$ cat src/rtl/fp_seq_ctrl.sv
// fp_seq_ctrl -- multi-cycle sequencer for the FP arithmetic datapaths.
//
// Walks NUM_STAGES compute stages, one per cycle, raising a one-hot load
// enable and a stage index for the active stage. It has a start/ready
// handshake, latches the operation mode on accept, can skip from stage 0
// straight to the last stage on a special operand, supports abort, and can
// hold the result until it is acknowledged.
//
// Ports:
//   clk, rst      clock; synchronous active-high reset
//   start, mode   request and operation mode (mode latched on accept)
//   special_case  NaN/Inf/zero flag, looked at only in stage 0
//   abort         cancel the operation in RUN or DONE
//   result_ack    consumer took the result (HOLD_RESULT=1 only)
//   op_ready      start is accepted this cycle
//   busy          a compute stage is active
//   stage_load    one-hot load enable of the active stage
//   stage_sel     index of the active stage (0 outside RUN)
//   mode_q        mode latched at the last accept
//   done          result valid
module fp_seq_ctrl #(
  parameter  int NUM_STAGES  = 5,
  parameter  int MODE_W      = 2,
  parameter  int HOLD_RESULT = 1,
  localparam int STAGE_W     = $clog2(NUM_STAGES)
) (
  input  logic                  clk,
  input  logic                  rst,
  input  logic                  start,
  input  logic [MODE_W-1:0]     mode,
  input  logic                  special_case,
  input  logic                  abort,
  input  logic                  result_ack,
  output logic                  op_ready,
  output logic                  busy,
  output logic [NUM_STAGES-1:0] stage_load,
  output logic [STAGE_W-1:0]    stage_sel,
  output logic [MODE_W-1:0]     mode_q,
  output logic                  done
);

  typedef enum logic [1:0] {S_IDLE, S_RUN, S_DONE} state_e;

  localparam logic [STAGE_W-1:0] LAST = STAGE_W'(NUM_STAGES - 1);

  state_e              state_q, state_d;
  logic [STAGE_W-1:0]  stage_q, stage_d;
  logic [MODE_W-1:0]   mode_d;

  // State register
  always_ff @(posedge clk) begin
    if (rst) begin
      state_q <= S_IDLE;
      stage_q <= '0;
      mode_q  <= '0;
    end else begin
      state_q <= state_d;
      stage_q <= stage_d;
      mode_q  <= mode_d;
    end
  end

  // op_ready is the only output that looks at live inputs: in DONE it opens
  // on result_ack so a new op can be accepted in the same cycle (no bubble).
  always_comb begin
    op_ready = (state_q == S_IDLE) ||
               ((state_q == S_DONE) && ((HOLD_RESULT == 0) || result_ack));
  end

  // Next state
  always_comb begin
    state_d = state_q;
    stage_d = stage_q;
    mode_d  = mode_q;
    unique case (state_q)
      S_IDLE: begin
        // abort is meaningless here; start is still honoured
        if (start) begin
          state_d = S_RUN;
          stage_d = '0;
          mode_d  = mode;
        end
      end
      S_RUN: begin
        if (abort) begin
          state_d = S_IDLE;
          stage_d = '0;
        end else if (stage_q == LAST) begin
          state_d = S_DONE;
          stage_d = '0;
        end else if ((stage_q == '0) && special_case) begin
          // special operand: result comes from the last (round) stage only
          stage_d = LAST;
        end else begin
          stage_d = stage_q + STAGE_W'(1);
        end
      end
      S_DONE: begin
        if (abort) begin
          state_d = S_IDLE;
        end else if (op_ready) begin
          if (start) begin
            state_d = S_RUN;
            stage_d = '0;
            mode_d  = mode;
          end else begin
            state_d = S_IDLE;
          end
        end
      end
      default: begin
        state_d = S_IDLE;
        stage_d = '0;
      end
    endcase
  end

  // Registered-state output decode
  always_comb begin
    busy       = (state_q == S_RUN);
    done       = (state_q == S_DONE);
    stage_load = '0;
    stage_sel  = '0;
    if (busy) begin
      stage_load = NUM_STAGES'(1) << stage_q;
      stage_sel  = stage_q;
    end
  end

endmodule

$ cat config.mk
export PLATFORM = sky130hd
export DESIGN_NAME = fp_seq_ctrl
export DESIGN_NICKNAME = d
export VERILOG_FILES = /design/src/rtl/fp_seq_ctrl.sv
export SDC_FILE = /design/constraint.sdc
export NUM_CORES = 1
export LEC_CHECK = 0
export CAP_MARGIN = 10
export CORE_MARGIN = 1
export CORE_UTILIZATION = 25
export CTS_BUF_LIST = sky130_fd_sc_hd__clkbuf_4
export DETAILED_ROUTE_END_ITERATION = 8
export SYNTH_ARGS = -nofsm -noshare
export SYNTH_HDL_FRONTEND = slang
export SYNTH_SLANG_ARGS = --single-unit
$ cat constraint.sdc
create_clock -name clk -period 1.15 [get_ports clk]
set_input_delay 0.345 -clock clk [delete_from_list [all_inputs] [get_ports clk]]
set_output_delay 0.345 -clock clk [all_outputs]
set_load 0.02 [all_outputs]
# Word-level counts from Yosys, hierarchy flattened
# Cells that the tools add are included.
[word_totals]
ff_bits = 7
latch_bits = 0
ramBits = 0
romBits = 0
input_bits = 8
elab_cells = 42
memories = 0
[classes]
n_addsub = 1
n_mul = 0
n_div = 0
order_cmp = 0
n_eq_ne = 8
shift = 1
muxes = 20
bitwise_logic = 0
reduce_logical = 9
[ops]
columns = ["cell", "n"]
rows = [
  ["$mux W3", 7],
  ["$mux W2", 8],
  ["$pmux W3 S3", 1],
  ["$ne A2 B2 Y1 const B", 3],
  ["$pmux W2 S3", 1],
  ["$reduce_and A3 Y1", 2],
  ["$mux W5", 1],
  ["$shl A1 B3 Y5 const A", 1],
  ["$pmux W2 S2", 1],
  ["$add A3 B1 Y3 const B", 1],
  ["$eq A3 B3 Y1 const B", 1],
  ["$logic_not A3 Y1", 1],
  ["$ne A3 B2 Y1 const B", 1],
  ["$ne A3 B3 Y1 const B", 1],
  ["$eq A2 B1 Y1 const B", 1],
  ["$eq A2 B2 Y1 const B", 1],
  ["$logic_and A1 B1 Y1", 2],
  ["$logic_not A2 Y1", 1],
  ["$reduce_and A2 Y1", 1],
  ["$reduce_bool A2 Y1", 1],
  ["$logic_or A1 B1 Y1", 1],
  ["$mux W1", 1],
]

# Logic depth before layout (Yosys ltp)
[depth]
ltp_word = 6
ltp_mapped = 5

# Worst setup path before layout
# OpenSTA, ideal clock, no wires.
[synth_timing]
kind = "register to output"
startpoint = "register state_q[0]"
endpoint = "output port stage_load[0]"
t_arrival_ns = 1.016
t_required_ns = 0.805
setup_slack_ns = -0.211
stages_incl_launch_ff = 5
n_path_buf = 1
cell_sequence = "dfxtp_1 nand2b_1 buf_2 inv_2 and3_1"
[synth_between]
elab_chain_len = 2
[synth_lines]
columns = ["item", "line", "text"]
rows = [
  ["from (decl)", "46", "state_e state_q, state_d;"],
  ["from (signal assigned)", "57", "state_q <= state_d;"],
  ["$eq A2 B1 Y1", "120", "busy = (state_q == S_RUN);"],
  ["via busy", "35", "output logic busy,"],
  ["$mux W5", "124", "if (busy) begin"],
  ["to (decl)", "36", "output logic [NUM_STAGES-1:0] stage_load,"],
]
# The timed path passes the listed nets, and every way through them passes these cells.

# Worst setup path in the final report
[layout_timing]
startpoint = "register stage_q[1]"
endpoint = "output port stage_load[3]"
[layout_between]
elab_chain_len = 2
[layout_lines]
columns = ["item", "line", "text"]
rows = [
  ["from (decl)", "47", "logic [STAGE_W-1:0] stage_q, stage_d;"],
  ["from (signal assigned)", "58", "stage_q <= stage_d;"],
  ["$shl A1 B3 Y5", "125", "stage_load = NUM_STAGES'(1) << stage_q;"],
  ["$mux W5", "124", ""],
]
# No other way between the ends.

==> results.sh <==
export IMPL_status="complete, but fails checks"
export IMPL_violations="setup timing"
export IMPL_cts_sinks=7
export IMPL_cp_arrival_ps=1170
export IMPL_timing_max_cap_violations=0
export IMPL_track_usage_pct=15.78
export IMPL_syn_inst=57
export IMPL_setup_ws_ps=-364.6
export IMPL_ir_drop_uv=447.9
export IMPL_drt_iter0_markers=11
export IMPL_synth_fp_nets=70
export IMPL_period_needed_ps=1515
export IMPL_cts_root_buf="clkbuf_4"
export IMPL_yosysUniqueCellTypes=24
export IMPL_final_common_cell="buf_4"
export IMPL_leakagePower_uw=0.0004633
export IMPL_endpoint_kind="output pin"
export IMPL_skew_ps=2.557
export IMPL_fmax_mhz=660.3
export IMPL_ios=21
export IMPL_fin_area_um2=1070
export IMPL_syn_cell_area_um2=478.0
export IMPL_tightestPinTransition_ps=307.5
export IMPL_period_share_pct=131.7
export IMPL_drc=0
export IMPL_total_power_uw=778.9
export IMPL_cts_made_buffers=3
export IMPL_clkLatencyLatePin_ps=250
export IMPL_utilization_pct=60.64
export IMPL_wl_met1_um=619
export IMPL_muxShareOfSynthArea_pct=6.545
export IMPL_criticalPathCategory="flip-flop to output pin"
export IMPL_antenna_found_initial=0
export IMPL_grt_pass1_vias=530
export IMPL_first_pass_iters=4
export IMPL_grt_ovfl_total=0
export IMPL_power_density_nw_per_um2=728.1
export IMPL_start_util_pct=27.09
export IMPL_met3_length_um=62
export IMPL_die_h_um=45.73
export IMPL_yosysTopAreaCell="dfxtp_1"
export IMPL_met2WireLength_um=813
export IMPL_hold_buffers=0
export IMPL_wl_um=1508
export IMPL_syn_to_final_growth_pct=123.8
export IMPL_htree_levels=1
export IMPL_synth_edf_count=0
export IMPL_setup_viol=14
export IMPL_clkSlewWorstSetupHoldPaths_ps=50
export IMPL_ys_ff_latch=7
export IMPL_synth_yosys_warnings=0
export IMPL_dpl_instance_area_um2=875.8
export IMPL_most_common_layout_cells="buf_4 (21), buf_6 (11), nand2b_1 (5), clkbuf_4 (4)"
export IMPL_gp_congestion=0.6611
export IMPL_ant_nets=0
export IMPL_crit_required_ps=810
export IMPL_clockBufferDepth=2
export IMPL_crit_path_start_kind="flip-flop"
export IMPL_highest_layer="met4"
export IMPL_async_flop_share_pct=0
export IMPL_seq_area_frac_synth_pct=29.32
export IMPL_hold_path_class="flip-flop to flip-flop"
export IMPL_rsz0062_at_grt="yes"
export IMPL_die_area_um2=2091
export IMPL_cts_tree="done"
export IMPL_synth_compound_area_share_pct=10.47
export IMPL_dp_hpwl_um=964.2
export IMPL_finalHoldViolCount=0
export IMPL_final_nets=114
export IMPL_synth_fa_ha_area_share_pct=13.09
export IMPL_grt_pass1_wl_um=2290
export IMPL_avgViaCountPerCell=4.480
export IMPL_yosys_area_share_simple_pct=34.82
export IMPL_tns_ps=-3072
export IMPL_syn_area_per_cell_um2=8.385
export IMPL_die_w_um=45.73
export IMPL_synthXorXnorAreaFrac_pct=0
export IMPL_finalMaxSlewViolations=0
export IMPL_antennaDiodeCount=0
export IMPL_synth_top_family_by_area="simple AND/OR/NAND/NOR gates"
export IMPL_wire_per_inst_um=12.06
export IMPL_placementRows=15
export IMPL_synth_top_area_share_pct=29.32
export IMPL_drive_gt1_share_pct=75.00
export IMPL_portBuffers=20
export IMPL_ys_flop_type="dfxtp_1"
export IMPL_grt_max_degree=7
export IMPL_synth_area_leaders="dfxtp_1 (29%), ha_1 (13%), nand2b_1 (9.2%), mux2i_1 (4.2%), and3_1 (3.9%)"
export IMPL_crit_fanout=4
export IMPL_slew_headroom_pct=79.35
export IMPL_core_area_um2=1764
export IMPL_num_vias=560
## report_power, final
| group | internal [uW] | switching, uW | total (uW) |
|---|---|---|---|
| Combinational | 142 | 126 | 269 |
| Sequential | 251 | 9.47 | 260 |
| Clock | 156 | 93.8 | 250 |
## cell usage after synthesis (2+ instances only)
library cell / number
dfxtp_1: 7
nand2b_1: 7
ha_1: 5
nor2_1: 5
inv_1: 4
nand2_1: 4
and3_1: 3
nor3_1: 3
a21oi_1: 2
mux2i_1: 2
nor2b_1: 2
## stage by stage
step | instances | setup WS, ps | hold slack [ps]
6_report | 125 | -364.6 | 481.2
5_1_grt | 125 | -398.9 | 526.4
4_1_cts | 121 | -371.8 | 483.7
3_5_place_dp | 115 | -819.4 | 472.5
3_3_place_gp | 115 | -822.3 | 460.7
2_1_floorplan | 57 | -71.27 | 416.8
## logic make-up after synthesis
| logic type | Yosys count |
|---|---|
| adder cells (fa/ha/maj) | 5 |
| flip-flops | 7 |
| multiplexers | 3 |
| AO/OA/AOI/OAI | 7 |
| AND/OR/NAND/NOR | 28 |
| buffers and inverters | 7 |
## repair_timing
item | in CTS | in global routing
setup endpoints to repair | 19 | 18
resized for setup | 105 | 8
buffers inserted | 2 | 6
gates cloned | 0 | 0
pin swaps | 8 | 9
## final cells by class
cell class	count	area (um^2)
timing repair buffer	41	352.8
sequential	7	151.4
tap	25	31.28
clock buffer	4	30.03
multi-input combinational	43	473.0
inverter	5	31.28
fill	165	694.4
## critical path, cell delays in order (launching register included)
cell	delay, ps
dfxtp_4	370
ha_4	160
ha_4	140
and2_4	130
buf_6	120
## worst paths after layout
path,start,end,slack (ps),cells after the start
setup reg to reg,state_q[1],stage_q[0],-120,5
setup / recovery,stage_q[1],stage_load[3],-360,4
hold reg to reg,mode_q[1],mode_q[1],480,2
hold / removal,mode_q[1],mode_q[1],480,2
## sequential cells by signal, summed over array words and instances (netlist names)
| name | flops |
|---|---|
| stage_q | 3 |
| mode_q | 2 |
| state_q | 2 |
## metal layers
layer / GRT usage, % / up-vias
met4: 8.824 / 0
met5: 0 / -
met3: 2.381 / 2
met2: 28.00 / 18
li1: - / 280
met1: 17.79 / 260
Note: power is estimated with default switching activity, not from simulation.
